--- src/rtl/rsa_pkg.sv ---
// rsa_pkg: shared definitions for the RSA control core.
//   - one-hot stage encodings, also used as bit indices on the 3-bit handshake buses
//   - FSM state enumeration
//   - tile_count(): row tiles needed for an n-landmark covariance, with clamping
package rsa_pkg;

   localparam int unsigned STAGE_W = 3;

   localparam logic [STAGE_W-1:0] STAGE_IDLE = 3'b000;
   localparam logic [STAGE_W-1:0] STAGE_PRD  = 3'b001;
   localparam logic [STAGE_W-1:0] STAGE_NEW  = 3'b010;
   localparam logic [STAGE_W-1:0] STAGE_UPD  = 3'b100;

   typedef enum logic [1:0] {
      S_IDLE = 2'd0,
      S_RECV = 2'd1,
      S_COMP = 2'd2,
      S_SEND = 2'd3
   } state_e;

   // ceil((3 + 2*n_eff) / x), where n_eff = min(n, max_lm)
   function automatic int unsigned tile_count(input int unsigned n,
                                              input int unsigned x,
                                              input int unsigned max_lm);
      int unsigned n_eff;
      n_eff = (n > max_lm) ? max_lm : n;
      return (3 + 2 * n_eff + x - 1) / x;
   endfunction

endpackage

--- src/rtl/rsa_seq_cnt.sv ---
// rsa_seq_cnt: loadable down-counter that times the COMP phase.
//   clk, sys_rst  : clock, synchronous active-low reset
//   load, load_val: load a new count (takes priority over dec)
//   dec           : decrement by one while non-zero
//   done_c        : count has reached zero
module rsa_seq_cnt #(
   parameter int unsigned W = 10
) (
   input  logic         clk,
   input  logic         sys_rst,
   input  logic         load,
   input  logic [W-1:0] load_val,
   input  logic         dec,
   output logic         done_c
);

   logic [W-1:0] count_q;
   logic [W-1:0] count_d;

   // next count: load wins, decrement saturates at zero
   always_comb begin
      count_d = count_q;
      if (load) begin
         count_d = load_val;
      end else if (dec && (count_q != '0)) begin
         count_d = count_q - W'(1);
      end
   end

   always_ff @(posedge clk) begin
      if (!sys_rst) begin
         count_q <= '0;
      end else begin
         count_q <= count_d;
      end
   end

   assign done_c = (count_q == '0);

endmodule

--- src/rtl/rsa.sv ---
// rsa: control core of the reconfigurable systolic array.
// Accepts one EKF stage at a time, receives nonlinear-unit inputs, times the tiled
// covariance computation, then returns results to the nonlinear unit.
//   clk, sys_rst     : clock, synchronous active-low reset
//   landmark_num     : landmark count n, sampled on stage accept
//   stage_val/rdy    : one-hot stage request handshake (bit0 PRD, bit1 NEW, bit2 UPD)
//   nonlinear_s_val  / nonlinear_m_rdy : nonlinear unit -> RSA data handshake
//   nonlinear_m_val  / nonlinear_s_rdy : RSA -> nonlinear unit result handshake
module rsa
   import rsa_pkg::*;
#(
   parameter int unsigned X            = 4,
   parameter int unsigned Y            = 4,
   parameter int unsigned L            = 4,
   parameter int unsigned RSA_DW       = 16,
   parameter int unsigned TB_AW        = 11,
   parameter int unsigned CB_AW        = 17,
   parameter int unsigned MAX_LANDMARK = 500,
   parameter int unsigned ROW_LEN      = 10
) (
   input  logic               clk,
   input  logic               sys_rst,
   input  logic [ROW_LEN-1:0] landmark_num,
   input  logic [2:0]         stage_val,
   output logic [2:0]         stage_rdy,
   input  logic [2:0]         nonlinear_s_val,
   output logic [2:0]         nonlinear_m_rdy,
   output logic [2:0]         nonlinear_m_val,
   input  logic [2:0]         nonlinear_s_rdy
);

   // longest COMP phase sets the counter width (counter holds T*L-1)
   localparam int unsigned MAX_TL = tile_count(MAX_LANDMARK, X, MAX_LANDMARK) * L;
   localparam int unsigned CNT_W  = (MAX_TL > 2) ? $clog2(MAX_TL) : 1;

   // datapath-only parameters must still describe a real array
   if (X == 0 || Y == 0 || L == 0 || RSA_DW == 0 || TB_AW == 0 || CB_AW == 0) begin : g_bad_cfg
      $error("rsa: zero-sized array or bus parameter");
   end

   state_e               state_q, state_d;
   logic [STAGE_W-1:0]   cur_stage_q, cur_stage_d;
   logic [ROW_LEN-1:0]   n_q, n_d;
   logic [2:0]           stage_rdy_q, stage_rdy_d;
   logic [2:0]           m_rdy_q, m_rdy_d;
   logic [2:0]           m_val_q, m_val_d;

   logic                 cnt_load;
   logic                 cnt_dec;
   logic [CNT_W-1:0]     cnt_load_val;
   logic                 cnt_done_c;
   logic                 stage_onehot_c;

   assign stage_onehot_c = (stage_val == STAGE_PRD) || (stage_val == STAGE_NEW) ||
                           (stage_val == STAGE_UPD);

   // counter runs T*L cycles: loaded with T*L-1, SEND taken on the zero cycle
   assign cnt_load_val = CNT_W'(tile_count(32'(n_q), X, MAX_LANDMARK) * L - 1);

   rsa_seq_cnt #(
      .W (CNT_W)
   ) u_seq_cnt (
      .clk      (clk),
      .sys_rst  (sys_rst),
      .load     (cnt_load),
      .load_val (cnt_load_val),
      .dec      (cnt_dec),
      .done_c   (cnt_done_c)
   );

   // next state plus registered Moore outputs decoded from the next state
   always_comb begin
      state_d     = state_q;
      cur_stage_d = cur_stage_q;
      n_d         = n_q;
      cnt_load    = 1'b0;
      cnt_dec     = 1'b0;
      stage_rdy_d = 3'b000;
      m_rdy_d     = 3'b000;
      m_val_d     = 3'b000;

      unique case (state_q)
         S_IDLE: begin
            if (stage_onehot_c) begin
               state_d     = S_RECV;
               cur_stage_d = stage_val;
               n_d         = landmark_num;
            end
         end
         S_RECV: begin
            if ((nonlinear_s_val & cur_stage_q) != 3'b000) begin
               state_d  = S_COMP;
               cnt_load = 1'b1;
            end
         end
         S_COMP: begin
            if (cnt_done_c) begin
               state_d = S_SEND;
            end else begin
               cnt_dec = 1'b1;
            end
         end
         S_SEND: begin
            if ((nonlinear_s_rdy & cur_stage_q) != 3'b000) begin
               state_d = S_IDLE;
            end
         end
         default: state_d = S_IDLE;
      endcase

      unique case (state_d)
         S_IDLE:  stage_rdy_d = 3'b111;
         S_RECV:  m_rdy_d     = cur_stage_d;
         S_SEND:  m_val_d     = cur_stage_d;
         default: ;
      endcase
   end

   always_ff @(posedge clk) begin
      if (!sys_rst) begin
         state_q     <= S_IDLE;
         cur_stage_q <= STAGE_IDLE;
         n_q         <= '0;
         stage_rdy_q <= 3'b000;
         m_rdy_q     <= 3'b000;
         m_val_q     <= 3'b000;
      end else begin
         state_q     <= state_d;
         cur_stage_q <= cur_stage_d;
         n_q         <= n_d;
         stage_rdy_q <= stage_rdy_d;
         m_rdy_q     <= m_rdy_d;
         m_val_q     <= m_val_d;
      end
   end

   assign stage_rdy       = stage_rdy_q;
   assign nonlinear_m_rdy = m_rdy_q;
   assign nonlinear_m_val = m_val_q;

endmodule

--- config.mk ---
export PLATFORM = sky130hd
export DESIGN_NAME = rsa
export DESIGN_NICKNAME = d
export VERILOG_FILES = /design/src/rtl/rsa_pkg.sv /design/src/rtl/rsa_seq_cnt.sv /design/src/rtl/rsa.sv
export SDC_FILE = /design/constraint.sdc
export NUM_CORES = 1
export LEC_CHECK = 0
export ABC_CLOCK_PERIOD_IN_PS = 7900
export CAP_MARGIN = 5
export CORE_MARGIN = 5
export CORE_UTILIZATION = 45
export CTS_BUF_LIST = sky130_fd_sc_hd__clkbuf_4
export DETAILED_ROUTE_END_ITERATION = 7
export PLACE_DENSITY = 0.74
export SLEW_MARGIN = 15
export SYNTH_ARGS = -nofsm -noshare
export SYNTH_HDL_FRONTEND = slang
export SYNTH_SLANG_ARGS = --single-unit
--- constraint.sdc ---
create_clock -name clk -period 7.9 [get_ports clk]
set_input_delay 1.185 -clock clk [delete_from_list [all_inputs] [get_ports clk]]
set_output_delay 1.185 -clock clk [all_outputs]
set_load 0.05 [all_outputs]
-- Word level (Yosys, flattened, before mapping)
Cells that the tools add are included.
- flip-flop bits (word level): 34
- word-level logic and storage cells: 51
- output and inout port bits: 9
- mux-type cells: 15
- $add $sub $neg: 5
- reductions and logical operators: 13
- bitwise logic cells: 2
- magnitude comparators: 1
- equal/unequal tests: 8
- operators with widths (cell ; count):
    $mux W10 ; 2
    $sub A10 B1 Y10 const B ; 2
    $add A10 B3 Y10 const B ; 1
    $add A2 B10 Y10 const A ; 1
    $gt A10 B9 Y1 const B ; 1
    $logic_not A10 Y1 ; 1
    $reduce_bool A10 Y1 ; 1
    $sub A10 B2 Y10 const B ; 1
    $mux W3 ; 3
    $mux W9 ; 1
    $mux W2 ; 4
    $pmux W2 S4 ; 1
    $and A3 B3 Y3 ; 2
    $eq A2 B2 Y1 const B ; 3
    $reduce_and A2 Y1 ; 3
    $reduce_bool A3 Y1 ; 2
    $eq A2 B1 Y1 const B ; 2
    $logic_not A2 Y1 ; 2
    $mux W1 ; 4
    $eq A3 B1 Y1 const B ; 1
    $eq A3 B2 Y1 const B ; 1
    $eq A3 B3 Y1 const B ; 1
    $logic_or A1 B1 Y1 ; 2
    $reduce_bool A2 Y1 ; 1
    $logic_and A1 B1 Y1 ; 1

-- Longest topological paths before layout
- word-level depth: 7
- gate-level depth with buffers: 12
- depth with buffers taken out: 10

-- Cells and area by module
A second synthesis with hierarchy kept.
- cells, all modules: 213
- area total of the unflattened synthesis: 1863.0 um^2
- modules (own cells, without submodules) (module ; area each (um^2) ; instances ; seq. area each (um^2) ; cells each):
    rsa ; 1265.0 ; 1 ; 440.4 ; 139
    rsa_seq_cnt ; 598.1 ; 1 ; 200.2 ; 74

-- Least setup slack after synthesis
Ideal clock, no wire load.
- path type: reg2reg
- start: reg n_q[5]
- end: reg u_seq_cnt.count_q[8]
- period minus slack after synthesis: 2.793 ns
- buffers on the path: 1
- path slack: 5.107 ns
- data arrival time: 2.677 ns
- required time: 7.785 ns
- setup time: 0.115 ns
- stages on the path, launching flop included: 12
- cell sequence: dfxtp_1 -> buf_4 -> and4_1 -> o211a_4 -> nor2_1 -> nand2_1 -> ha_1 -> nand3b_1 -> o21ai_0 -> or4b_4 -> or4_1 -> and3_1
- cells in the longest elaborated chain, start to end: 7
- RTL lines (item ; line ; text):
    from (decl) ; rsa.sv:43 ; logic [ROW_LEN-1:0] n_q, n_d;
    from (signal assigned) ; rsa.sv:130 ; n_q <= n_d;
    $gt A10 B9 Y1 ; rsa_pkg.sv:26 ; n_eff = (n > max_lm) ? max_lm : n;
    $mux W9 (*) ; rsa_pkg.sv:26 ;
    $add A2 B10 Y10 (*) ; rsa_pkg.sv:27 ; return (3 + 2 * n_eff + x - 1) / x;
    $add A10 B3 Y10 (*) ; rsa_pkg.sv:27 ;
    $sub A10 B1 Y10 (*) ; rsa_pkg.sv:27 ;
    $sub A10 B2 Y10 (*) ; rsa.sv:58 ; assign cnt_load_val = CNT_W'(tile_count(32'(n_q), X, MAX_LANDMARK) * L - 1);
    $mux W10 (*) ; rsa_seq_cnt.sv:23 ; if (load) begin
    to (signal assigned) ; rsa_seq_cnt.sv:34 ; count_q <= count_d;
    to (decl) ; rsa_seq_cnt.sv:17 ; logic [W-1:0] count_q;
Mark *: on every way between the ends. The rest lies on a longest branch, timed or not.
A chain may end at the register's enable or synchronous reset.

-- Worst setup path after layout
- start: in stage_val[0]
- end: reg m_rdy_q[1], in the netlist nonlinear_m_rdy[1]
- cells in the longest elaborated chain, start to end: 7
- RTL lines (item ; line ; text):
    from (decl) ; rsa.sv:24 ; input logic [2:0] stage_val,
    $eq A3 B1 Y1 or $eq A3 B2 Y1 (tied branches) ; rsa.sv:54 ; assign stage_onehot_c = (stage_val == STAGE_PRD) || (stage_val == STAGE_NEW) ||
    $logic_or A1 B1 Y1 ; rsa.sv:54 ;
    $logic_or A1 B1 Y1 (*) ; rsa.sv:54 ;
    $mux W2 ; rsa.sv:84 ; if (stage_onehot_c) begin
    $pmux W2 S4 ; rsa.sv:82 ; unique case (state_q)
    $eq A2 B1 Y1 ; rsa.sv:111 ; unique case (state_d)
    $reduce_and A2 Y1 (no line) ; -- ;
    to (signal assigned) ; rsa.sv:132 ; m_rdy_q <= m_rdy_d;
    to (decl) ; rsa.sv:45 ; logic [2:0] m_rdy_q, m_rdy_d;
Marks and branches as above.

==> results by group <==
Run
  • Max_cap viols: 0

Clocking
  • Root cell of the clock tree: clkbuf_4
  • H-tree levels: 2
  • Clock latency at the later pin of the worst-skew pair: 0.32 ns
  • CTS Hold Buffers Added: 0
  • # resized after CTS: 0
  • Num CTS Buffers: 5
  • Clock Sinks: 32
  • CTS tree: done
  • Max clock buf depth: 2
  • Post-CTS Setup Repair Bufs: 0
  • Clock transition at path regs: around 0.10 ns

Layout
  • Design Area, Final: 2260 sq um
  • # diodes: 0
  • Fill cell count: 385
  • Share of layout cells above drive strength 1: 0.0881
  • Synth-to-Final Area Change: 17.8%
  • Post-layout util: 0.556
  • Net count reported at finish: 284

Logic synthesis
  • Warnings, synthesis: 0
  • Netlist Area Pre-Place: 1920 sq um
  • EDFF count, synth: 0
  • Syn_nets: 262
  • Mapped Cells: 238
  • Synth unique cells: 55
  • Synth Register Bits: 32
  • Seq/Total Area, Yosys: 0.334
  • Ys async rst share: 0
  • Prevailing post-synth register cell: dfxtp_1
  • Avg Inst Size Synth: ~8.1 sq um

Worst setup path
  • Worst Setup SP: stage_val[0]
  • Critical setup path kind: in -> reg
  • WP data required: about 8 ns
  • Worst Path Max Fanout: 13
  • FF-to-FF path depth: 10
  • Worst path arrival time: 3.43 ns
  • Critical Path End Type: flop
  • Max incr delay on CP: 0.73 ns
  • Critical R2R Capture: u_seq_cnt.count_q[8]$_SDFFE_PN0P_
  • Crit start category: input pin
  • Critical-path top delay cell: o211ai_1
  • Critical path, cell by cell: clkdlybuf4s50_1 -> xor2_1 -> o211ai_1 -> inv_1 -> a21oi_1 -> nor2_1
  • Reg2reg start: n_q[5]$_SDFFE_PN0P_
  • Worst path top cell family by delay: compound AO/OA/AOI/OAI gates
  • Reg2Reg Setup Slack: 4.86 ns
  • Critical path endpoint: nonlinear_m_rdy[1]$_SDFF_PN0_
  • Crit path buf inv count: 2
  • CP Depth: 6

Floorplan
  • Row count: 23
  • Initial Util: 0.472
  • # IOs: 30
  • Die outline height: 75.3 um
  • Die Wd: 75.3 um
  • Core area: 4060 sq um
  • Die ar.: 5660 sq um

STA
  • Final worst-path cycle share: 0.407
  • Max Clock Skew: 0.00673 ns
  • Rel. slew slack: 0.390
  • Final worst slack: 4.68 ns
  • Endpoints failing setup: 0
  • Setup TNS: 0 ns
  • Final hold slack: 0.504 ns
  • Unrepaired setup endpoints after global routing: false
  • Final Critical Period: 3.22 ns
  • Fin. Hold Viols: 0
  • Worst Tran Pin Value: slightly above 0.9 ns
  • Fmax: 311 MHz
  • Final Max Slew Viols: 0

Pwr
  • Pleak: 0.000825 uW
  • PD cells: about 180 nW/um^2
  • Peak VDD IR: 0.115 mV

Routing
  • DRC: 0
  • Vias per Instance: 5.75
  • Pre-antenna DRT Iters: 4
  • Vias post-DR: 1,787
  • Antenna viol nets, final: 0
  • Initial DRC Count: 57
  • DR WL/cell: 14.1 um
  • Routed WL: 4380 um

Place
  • Placed standard-cell area: 2200 sq um
  • Gpl congestion: slightly below 0.9
  • Dpl ws: 4.32 ns
  • Placed wire-length estimate: 3310 um
  • I/O Buffers: 29

Global route
  • All-Layer GR Usage: 0.173
  • Initial antenna violation count: 0
  • Largest net degree at the start of global routing: 19
  • Vias in the first global route: 1,657
  • Total grt overflow: 0
  • First-pass GRT wire length: 7630 um

Run status
  • Status: complete, no violations

Hold path
  • Hold crit path type: reg -> reg
[cells by family (layout without fill, tap and decap cells)]
logic type / Yosys count / after routing / share of synthesized area
and+or+nand+nor: 101 / 101 / 0.281
AOI/OAI and AO/OA: 64 / 64 / 0.240
DFF: 32 / 32 / 0.334
buffers and inverters: 24 / 47 / 0.0555
xor gates and xnor gates: 9 / 9 / 0.0411
muxes: 5 / 5 / 0.0287
adders and majority gates: 3 / 3 / 0.0196
[cells in the final DEF (no fill, tap or decap), drive strengths merged, types with 3 or more instances in the layout]
| cell type | n |
|---|---|
| a211oi | 7 |
| nor3b | 3 |
| nand2 | 32 |
| nor4b | 4 |
| nand2b | 4 |
| inv | 9 |
| ha | 3 |
| or4 | 6 |
| nor2 | 20 |
| nor3 | 8 |
| clkdlybuf4s50 | 29 |
| a21oi | 20 |
| or2 | 3 |
| clkbuf | 7 |
| dfxtp | 32 |
| or3 | 3 |
| o211ai | 3 |
| xnor2 | 7 |
| a2111oi | 3 |
| or3b | 3 |
| nor4 | 4 |
| o21ai | 9 |
| mux2 | 4 |
[synthesized netlist by cell type, drive strengths merged (5+ instances only)]
cell type / instances / area share
dfxtp: 32 / 0.33
a21oi: 20 / 0.052
xnor2: 7 / 0.032
nand2: 32 / 0.063
or4: 6 / 0.026
buf: 5 / 0.018
inv: 9 / 0.018
clkbuf: 9 / 0.018
a211oi: 7 / 0.027
o21ai: 9 / 0.023
nor2: 20 / 0.039
nor3: 8 / 0.021
[metrics by stage]
step	power (uW)	std cells
2_1_floorplan	290	238
3_3_place_gp	322	303
3_5_place_dp	324	303
4_1_cts	418	311
5_1_grt	442	311
6_report	414	311
[routing by layer]
layer / vias up / routed length (um) / global-route usage
met5: - / 0 / 0
met3: 4 / 149 / 0.0334
met1: 821 / 2180 / 0.232
met4: 0 / 44 / 0.0641
li1: 931 / - / -
met2: 31 / 2000 / 0.278
[power breakdown]
| part | internal, uW | switching [uW] | total [uW] |
|---|---|---|---|
| clock | 41.1 | 52.0 | 93.1 |
| combinational | 55.7 | 74.2 | 130 |
| sequential | 174 | 16.7 | 191 |
[flip-flops by register name, indices dropped and copies added, names as in the netlist]
name and flops:
nonlinear_m_val 3, u_seq_cnt.count_q 10, cur_stage_q 3, stage_rdy 1, nonlinear_m_rdy 3, n_q 10
state_q 2
[final cells by class]
class,instances,area (sq um),area share
well taps,50,62.6,0.0277
clock buffers,7,52.6,0.0233
multi-input cells,182,1170,0.518
inverters,10,37.5,0.0166
flip-flops and latches,32,641,0.284
repair buffers,29,290,0.129
clock inverters,1,3.75,0.00166
[worst min-delay path, delay by kind of cell (launching register included)]
family	cells	cell delay, ns
flip-flops	1	0.35
AO/OA/AOI/OAI	1	0.05
AND/OR/NAND/NOR	1	0.06
[how the worst min path moves through the flow]
stage                         from                   to  slack [ns]  depth (start not counted)
2_1_floorplan  n_q[7]$_SDFFE_PN0P_  n_q[7]$_SDFFE_PN0P_        0.46                          2
3_3_place_gp   n_q[7]$_SDFFE_PN0P_  n_q[7]$_SDFFE_PN0P_        0.48                          2
3_5_place_dp   n_q[6]$_SDFFE_PN0P_  n_q[6]$_SDFFE_PN0P_        0.49                          2
4_1_cts        n_q[6]$_SDFFE_PN0P_  n_q[6]$_SDFFE_PN0P_        0.50                          2
5_1_grt        n_q[6]$_SDFFE_PN0P_  n_q[6]$_SDFFE_PN0P_        0.52                          2
6_report       n_q[6]$_SDFFE_PN0P_  n_q[6]$_SDFFE_PN0P_        0.50                          2
(Power assumes the default switching activity.)
